**config.mk**
```make
export PLATFORM = sky130hd
export DESIGN_NAME = regfile_wb_arbiter
export DESIGN_NICKNAME = d
export VERILOG_FILES = /design/src/rtl/regfile_pkg.sv /design/src/rtl/regfile_wb_arbiter_fifo.sv /design/src/rtl/regfile_wb_arbiter.sv
export SDC_FILE = /design/constraint.sdc
export NUM_CORES = 1
export LEC_CHECK = 0
export ABC_AREA = 1
export BUFFER_PORTS_ARGS = -buffer_cell sky130_fd_sc_hd__buf_2
export CORE_UTILIZATION = 35
export CTS_BUF_LIST = sky130_fd_sc_hd__clkbuf_16
export CTS_CLUSTER_SIZE = 40
export DETAILED_ROUTE_END_ITERATION = 10
export MAX_ROUTING_LAYER = met4
export RECOVER_POWER = 25
export SYNTH_ARGS = -nofsm -noshare
export SYNTH_HDL_FRONTEND = slang
export SYNTH_HIERARCHICAL = 1
export SYNTH_SLANG_ARGS = --single-unit
```
**constraint.sdc**
```tcl
create_clock -name clk -period 2.4 [get_ports clk]
set_input_delay 0.24 -clock clk [delete_from_list [all_inputs] [get_ports clk]]
set_output_delay 0.24 -clock clk [all_outputs]
set_load 0.03 [all_outputs]
```
**src/rtl/regfile_pkg.sv**
```systemverilog
// regfile_pkg: shared constants and the write-back entry type used by the
// write-back arbiter and the 4x16 register file.
package regfile_pkg;

  localparam int DATA_W   = 16;
  localparam int ADDR_W   = 3;
  localparam int NUM_REGS = 4;
  localparam int DEPTH    = 2;

  // One queued register-file write: destination, value, and whether it is
  // still allowed to reach the register file.
  typedef struct packed {
    logic [ADDR_W-1:0] addr;
    logic [DATA_W-1:0] data;
    logic              live;
  } wb_entry_t;

  // One-hot decode of a register address over the full address space.
  function automatic logic [2**ADDR_W-1:0] addrOneHot(input logic [ADDR_W-1:0] a);
    logic [2**ADDR_W-1:0] v;
    v    = '0;
    v[a] = 1'b1;
    return v;
  endfunction

endpackage

```
**src/rtl/regfile_wb_arbiter_fifo.sv**
```systemverilog
// wb_fifo: circular buffer of load results waiting for the register-file write
// port. Each slot carries a live bit that a younger ALU write to the same
// register can clear, so the stale load is dropped when it reaches the head.
// Optional macro REGFILE_WB_SCOREBOARD_EN adds the liveMask output.
module wb_fifo
  import regfile_pkg::*;
#(
  parameter int DEPTH = 2
) (
  input  logic              clk,
  input  logic              rst,
  input  logic              push,
  input  wb_entry_t         pushEntry,
  input  logic              pop,
  input  logic              killValid,
  input  logic [ADDR_W-1:0] killAddr,
  output wb_entry_t         headEntry,
  output logic              empty,
`ifdef REGFILE_WB_SCOREBOARD_EN
  output logic [2**ADDR_W-1:0] liveMask,
`endif
  output logic              full
);

  localparam int PTR_W = (DEPTH > 1) ? $clog2(DEPTH) : 1;

  logic [ADDR_W-1:0] addrMem [DEPTH];
  logic [DATA_W-1:0] dataMem [DEPTH];
  logic [DEPTH-1:0]  liveBits;
  logic [PTR_W-1:0]  rdPtr;
  logic [PTR_W-1:0]  wrPtr;
  logic [PTR_W:0]    count;

  // Pointers, occupancy and live bits; kill first, then pop, then push so
  // that a load pushed alongside a matching ALU write stays live.
  always_ff @(posedge clk) begin
    if (rst) begin
      rdPtr    <= '0;
      wrPtr    <= '0;
      count    <= '0;
      liveBits <= '0;
    end else begin
      for (int i = 0; i < DEPTH; i++) begin
        if (killValid && (addrMem[i] == killAddr)) begin
          liveBits[i] <= 1'b0;
        end
      end
      if (pop) begin
        liveBits[rdPtr] <= 1'b0;
        rdPtr           <= rdPtr + 1'b1;
      end
      if (push) begin
        liveBits[wrPtr] <= pushEntry.live;
        wrPtr           <= wrPtr + 1'b1;
      end
      count <= count + {{PTR_W{1'b0}}, push} - {{PTR_W{1'b0}}, pop};
    end
  end

  // Payload storage needs no reset; the live bits guard every use of it.
  always_ff @(posedge clk) begin
    if (push) begin
      addrMem[wrPtr] <= pushEntry.addr;
      dataMem[wrPtr] <= pushEntry.data;
    end
  end

  // Head view and occupancy flags, all derived from registered state.
  always_comb begin
    headEntry.addr = addrMem[rdPtr];
    headEntry.data = dataMem[rdPtr];
    headEntry.live = liveBits[rdPtr];
    empty          = (count == '0);
    full           = (count == (PTR_W+1)'(DEPTH));
  end

`ifdef REGFILE_WB_SCOREBOARD_EN
  // Registers that still have a live load queued for them.
  always_comb begin
    liveMask = '0;
    for (int i = 0; i < DEPTH; i++) begin
      if (liveBits[i]) begin
        liveMask = liveMask | addrOneHot(addrMem[i]);
      end
    end
  end
`endif

endmodule

```
**src/rtl/regfile_wb_arbiter.sv**
```systemverilog
// regfile_wb_arbiter: owns the register-file write port. ALU results win every
// cycle; load results queue in wb_fifo and drain when the ALU is idle.
// Optional macro REGFILE_WB_SCOREBOARD_EN exports the pending-write scoreboard;
// without it pending is tied to zero.
// DATA_W / ADDR_W must match the values in regfile_pkg, which sizes wb_entry_t.
module regfile_wb_arbiter #(
  parameter int DATA_W = regfile_pkg::DATA_W,
  parameter int ADDR_W = regfile_pkg::ADDR_W,
  parameter int DEPTH  = regfile_pkg::DEPTH
) (
  input  logic                 clk,
  input  logic                 rst,
  input  logic                 alu_valid,
  input  logic [ADDR_W-1:0]    alu_addr,
  input  logic [DATA_W-1:0]    alu_data,
  input  logic                 mem_valid,
  output logic                 mem_ready,
  input  logic [ADDR_W-1:0]    mem_addr,
  input  logic [DATA_W-1:0]    mem_data,
  output logic                 rf_write,
  output logic [ADDR_W-1:0]    rf_wr_addr,
  output logic [DATA_W-1:0]    rf_wr_data,
  output logic [2**ADDR_W-1:0] pending
);

  regfile_pkg::wb_entry_t headEntry;
  regfile_pkg::wb_entry_t pushEntry;
  logic              fifoEmpty;
  logic              fifoFull;
  logic              accept;
  logic              push;
  logic              pop;
  logic              selWrite;
  logic [ADDR_W-1:0] selAddr;
  logic [DATA_W-1:0] selData;
`ifdef REGFILE_WB_SCOREBOARD_EN
  logic [2**ADDR_W-1:0] liveMask;
`endif

  // Ready depends only on the registered occupancy, never on mem_valid.
  assign mem_ready = !fifoFull;
  assign accept    = mem_valid && !fifoFull;

  // Loads entering the queue always start out live.
  always_comb begin
    pushEntry.addr = mem_addr;
    pushEntry.data = mem_data;
    pushEntry.live = 1'b1;
  end

  wb_fifo #(
    .DEPTH(DEPTH)
  ) uFifo (
    .clk      (clk),
    .rst      (rst),
    .push     (push),
    .pushEntry(pushEntry),
    .pop      (pop),
    .killValid(alu_valid),
    .killAddr (alu_addr),
    .headEntry(headEntry),
    .empty    (fifoEmpty),
`ifdef REGFILE_WB_SCOREBOARD_EN
    .liveMask (liveMask),
`endif
    .full     (fifoFull)
  );

  // Priority select: ALU, then queued head (dropped if dead), then a load
  // bypassing an empty queue, otherwise no write.
  always_comb begin
    push     = 1'b0;
    pop      = 1'b0;
    selWrite = 1'b0;
    selAddr  = alu_addr;
    selData  = alu_data;
    if (alu_valid) begin
      selWrite = 1'b1;
      push     = accept;
    end else if (!fifoEmpty) begin
      pop      = 1'b1;
      selWrite = headEntry.live;
      selAddr  = headEntry.addr;
      selData  = headEntry.data;
      push     = accept;
    end else if (accept) begin
      selWrite = 1'b1;
      selAddr  = mem_addr;
      selData  = mem_data;
    end
  end

  // Output register; address and data hold while no write is issued.
  always_ff @(posedge clk) begin
    if (rst) begin
      rf_write   <= 1'b0;
      rf_wr_addr <= '0;
      rf_wr_data <= '0;
    end else begin
      rf_write <= selWrite;
      if (selWrite) begin
        rf_wr_addr <= selAddr;
        rf_wr_data <= selData;
      end
    end
  end

`ifdef REGFILE_WB_SCOREBOARD_EN
  // Outstanding writes: live queued loads plus the write leaving this cycle.
  always_comb begin
    pending = liveMask;
    if (rf_write) begin
      pending[rf_wr_addr] = 1'b1;
    end
  end
`else
  assign pending = '0;
`endif

endmodule

```
# Word level (Yosys, flattened, before mapping)

Memories as Yosys holds them, arrays and structs flattened. A register that Yosys moved wholly into a read port is not among the register bits.
Index checks and enable logic that the tools add are counted.

Memories kept: 2
Register bits after elaboration: 26
Logic and storage cells: 62
Bits in writable memories: 38

Reduce and logical (&&, ||, !) cells: 7
Equal/unequal tests: 3
Add/subtract/negate cells: 4
Bitwise gates (word level): 3
Mux-type cells: 32
Order comparisons: 4

Memories:

| memory        | depth | width | rd ports | clocked after Yosys merged registers in | write ports | RTL line                      | source |
|---|---|---|---|---|---|---|---|
| uFifo.dataMem | 2     | 16    | 1        | 1                                       | 1           | regfile_wb_arbiter_fifo.sv:28 | `logic [DATA_W-1:0] dataMem [DEPTH];` |
| uFifo.addrMem | 2     | 3     | 3        | 1                                       | 1           | regfile_wb_arbiter_fifo.sv:27 | `logic [ADDR_W-1:0] addrMem [DEPTH];` |

Operators with widths:

| cell                                                      | count |
|---|---|
| two-way mux 16 bit                                        | 3 |
| two-way mux 1 bit                                         | 21 |
| two-way mux 3 bit                                         | 3 |
| equality test 3 bit                                       | 2 |
| two-way mux 2 bit                                         | 3 |
| logical AND 1 bit                                         | 5 |
| < comparator 1 x 2 -> 1 bit (second input constant)       | 2 |
| adder 1 bit (second input constant)                       | 2 |
| adder 2 x 1 -> 2 bit                                      | 1 |
| AND 2 bit                                                 | 1 |
| demux 1 bit (select 1 bit)                                | 2 |
| equality test 2 bit (second input constant)               | 1 |
| greater-or-equal comparator 1 bit (second input constant) | 2 |
| logical NOT 2 bit                                         | 1 |
| inverter 2 bit                                            | 1 |
| bitwise OR 2 bit                                          | 1 |
| subtractor 2 x 1 -> 2 bit                                 | 1 |
| logical NOT 1 bit                                         | 1 |

# Logic depth before layout (Yosys ltp)

Word-level depth: 10
Mapped depth: 10
Mapped depth without buffers: 10

# Cells and area by module

The synthesis kept the hierarchy.

By module, submodules not included:

| module             | instances | sequential area each (um2) | cells each | area each (um2) |
|---|---|---|---|---|
| wb_fifo            | 1         | 1281.2                     | 139        | 1819.2 |
| regfile_wb_arbiter | 1         | 400.4                      | 246        | 1371.3 |

# Least setup slack after synthesis

Ideal clock, no wire load.

Path kind: reg-to-reg
Start point: register uFifo.count[1]
End point: memory uFifo.addrMem[0][0] (enable)
Stages on the path, launching flop included: 9
Required time: 2.026 ns
Path slack: 0.398 ns
Arrival: 1.628 ns
Path buffers: 0
Period minus slack after synthesis: 2.002 ns
Cells stage by stage: dfxtp_1 -> inv_1 -> nor2_1 -> inv_1 -> nand2_1 -> nor2_1 -> inv_1 -> or2_1 -> inv_1

Cells in the longest elaborated chain, start to end: 7

RTL lines:

| what                                        | RTL line                      | source |
|---|---|---|
| start: declaration                          | regfile_wb_arbiter_fifo.sv:32 | `logic [PTR_W:0] count;` |
| start signal: assignment                    | regfile_wb_arbiter_fifo.sv:56 | `count <= count + {{PTR_W{1'b0}}, push} - {{PTR_W{1'b0}}, pop};` |
| equality test 2 bit (*)                     | regfile_wb_arbiter_fifo.sv:74 | `full = (count == (PTR_W+1)'(DEPTH));` |
| net fifoFull                                | regfile_wb_arbiter.sv:29      | `logic fifoFull;` |
| logical NOT 1 bit (*)                       | --                            |  |
| net mem_ready                               | regfile_wb_arbiter.sv:17      | `output logic mem_ready,` |
| logical AND 1 bit (*)                       | regfile_wb_arbiter.sv:42      | `assign accept = mem_valid && !fifoFull;` |
| two-way mux 1 bit                           | regfile_wb_arbiter.sv:80      | `end else if (!fifoEmpty) begin` |
| two-way mux 1 bit (*)                       | regfile_wb_arbiter.sv:77      | `if (alu_valid) begin` |
| net push                                    | regfile_wb_arbiter.sv:31      | `logic push;` |
| two-way mux 1 bit (*)                       | regfile_wb_arbiter_fifo.sv:62 | `if (push) begin` |
| two-way mux 1 bit (implied by the code) (*) | regfile_wb_arbiter_fifo.sv:63 | `addrMem[wrPtr] <= pushEntry.addr;` |
| end: declaration                            | regfile_wb_arbiter_fifo.sv:27 |  |

Mark *: on every way through the listed nets, which the timed path passes. The rest lies on a longest branch.

# Worst setup path after layout

Start point: register uFifo.count[1]
End point: memory uFifo.dataMem[0][9] (enable)

Cells in the longest elaborated chain, start to end: 7

RTL lines:

| what                                        | RTL line                      | source |
|---|---|---|
| equality test 2 bit (*)                     | regfile_wb_arbiter_fifo.sv:74 |  |
| net fifoFull                                | regfile_wb_arbiter.sv:29      |  |
| logical NOT 1 bit (*)                       | regfile_wb_arbiter.sv:42      |  |
| logical AND 1 bit (*)                       | regfile_wb_arbiter.sv:42      |  |
| two-way mux 1 bit                           | regfile_wb_arbiter.sv:80      |  |
| two-way mux 1 bit (*)                       | regfile_wb_arbiter.sv:77      |  |
| net push                                    | regfile_wb_arbiter.sv:31      |  |
| two-way mux 1 bit (*)                       | regfile_wb_arbiter_fifo.sv:62 |  |
| two-way mux 1 bit (implied by the code) (*) | regfile_wb_arbiter_fifo.sv:64 | `dataMem[wrPtr] <= pushEntry.data;` |
| end: declaration                            | regfile_wb_arbiter_fifo.sv:28 |  |

Marks and branches as above.

==> impl_metrics.ini <==
[place]
dpl.hpwl_um = 4940
gp_congestion = 0.785
placedCellCount = 552
port-buffer-count = 62
placed_cell_area_um2 = 3590

[layout]
mostFrequentLayoutCell = nand2_1
multi_input_area_um2 = 1180
fillers = 874
layout_common_cells = nand2_1, inv_1, nor2_1
final_area_um2 = 3870
final_cells = 568
drive_gt1_frac = 0.204
area_growth_pct = 21.3
antennaDiodeCount = 0
num-nets-final = 499
ff_latch_area_um2 = 1680

[route]
dr.pass1.iters = 4
vias_per_cell = 4.43
drt_iter0_drc = 132
wl_um = 7080
final_antenna_net_count = 0
drc = 0
vias = 2518
wl_per_cell_um = 12.5

[timing]
rsz0062_at_grt = false
fin_setup_tns_ns = 0
post-route-period-util = 0.739
timing.slew.headroom = 0.621
slew_viol_final = 0
tightest_slew_ns = 0.565
setup_viol = 0
whs_ns = 0.136
finalHoldViolations = 0
min_period_ns = 1.77
fin_skew_ns = 0.00686
fmax_ghz = 0.564

[logic_synthesis]
synth_edf_count = 38
synth_seq_cells = 65
synthFlopType = edfxtp_1
yosysWarningCount = 6
synth_area_um2 = 3190
ys_seq_area_frac = 0.527
synth_cells = 385
yosys.cell_types.count = 26
async_flop_share = 0
postSynthAreaPerCell_um2 = 8.29

[die]
die_area_um2 = 9500
core_area_um2 = 8760
die_w_um = 97.5
die_h_um = 97.5
ios = 71
rows = 34
initial_core_util = 0.364

[setup_path]
crit_slowest_cell = dfxtp_1
end_kind = flip-flop
cp.arrival_ns = 1.79
worstPathRequired_ns = 2.41
cp-start-kind = flip-flop
max_stage_delay_ns = 0.33
r2r_slack_ns = 0.63
crit_type = flip-flop to flip-flop
crit_top_cell = inv_1
path_cells = inv_1, nor2_1, inv_1, nand2_1, nor2_1, inv_1, or2_1, inv_1, buf_4
cp_max_fo = 13

[pwr]
power.leakage_nw = 1.84
finalPower_mw = 4.38
p_per_area_nw_per_um2 = 1130
ir_drop_uv = 540

[clock_network]
cts_htree_levels = 3
postCtsSetupBuffers = 0
clkLatencyLatePin_ns = 0.32
cts_root_buf = clkbuf_16
cts_resized = 0
clk_pin_slew_worst_paths_ns = 0.06
cts_tree = done
cts_buffers = 9
clockBufferDepth = 2
cts_hold_buf = 0
cts_sinks = 65

[global_route]
grt_max_degree = 23
grt_pass1_wl_um = 12100
grt_pass1_vias = 2580
grt-ovfl-total = 0
grt_antenna_before_repair = 0
grt.total_usage = 0.167

[job]
cap_violations = 0

[outcome]
status = finished, final reports clean

[min_path]
hp-class = primary input to flip-flop
## cell type report
cell class | instances | area share
multi-input cells | 249 | 0.306
repair buffers | 70 | 0.0905
clock inverters | 7 | 0.0181
flip-flops and latches | 65 | 0.435
clock buffers | 9 | 0.0582
inverters | 60 | 0.0582
well taps | 108 | 0.0349
## through the flow
step / setup slack, ns / utilization
6_report: 0.626 / 0.442
5_1_grt: 0.370 / 0.442
4_1_cts: 0.594 / 0.444
3_5_place_dp: 0.606 / 0.410
3_3_place_gp: 0.660 / 0.410
2_1_floorplan: 0.398 / -
## routing by layer
metal  vias up  wire length (µm)  global-route usage
met5         -                 0                   -
met4         0                44              0.0373
met3         5               383              0.0446
met2        67              3430               0.281
met1      1121              3220               0.201
li1       1325                 -                   -
## final timing paths
path	from	end	depth (start not counted)
max	uFifo/count[1]	uFifo/dataMem[0][9]	9
min	mem_data[5]	uFifo/dataMem[1][5]	1
max reg2reg	uFifo/count[1]	uFifo/dataMem[0][9]	9
min reg2reg	uFifo/wrPtr	uFifo/wrPtr	2
## worst max-delay path, delay by kind of cell (launching register included)
kind	cells	cell delay, ns
DFF	1	0.33
and+or+nand+nor	4	0.63
buffers and inverters	5	0.52
## synth_stat cells, drive strengths merged (2+ instances only)
cell type,number,share of area
edfxtp,38,0.36
nor3,3,0.0047
dfxtp,27,0.17
buf,18,0.041
nand2,108,0.13
ha,2,0.0078
conb,2,0.0024
a21oi,22,0.035
o21ai,4,0.0063
inv,59,0.069
nand3,22,0.035
nor2,57,0.069
mux2,16,0.056
## state kept, by name (all words and copies together), names as in the netlist, named ones only
| name | flops |
|---|---|
| rf_wr_data | 16 |
| uFifo/count | 2 |
| rf_wr_addr | 3 |
| uFifo/liveBits | 2 |
| uFifo/dataMem | 32 |
| uFifo/rdPtr | 1 |
| uFifo/wrPtr | 1 |
| uFifo/addrMem | 6 |
| rf_write | 1 |
## cells by family after synthesis
logic type | after synthesis | share of synthesized area
buf+inv | 79 | 0.113
other cells | 2 | 0.00235
xor+xnor | 1 | 0.00275
fa+ha+maj | 2 | 0.00784
compound gates | 28 | 0.0455
flops | 65 | 0.527
mux | 16 | 0.0565
simple gates | 192 | 0.245
## where the power goes
| group | leakage (nW) | switching [mW] | internal, mW |
|---|---|---|---|
| registers | 0.574 | 0.0961 | 1.43 |
| logic | 1.12 | 1.06 | 0.523 |
| clock network | 0.147 | 0.472 | 0.802 |
Power figures use the tool's default switching activity.
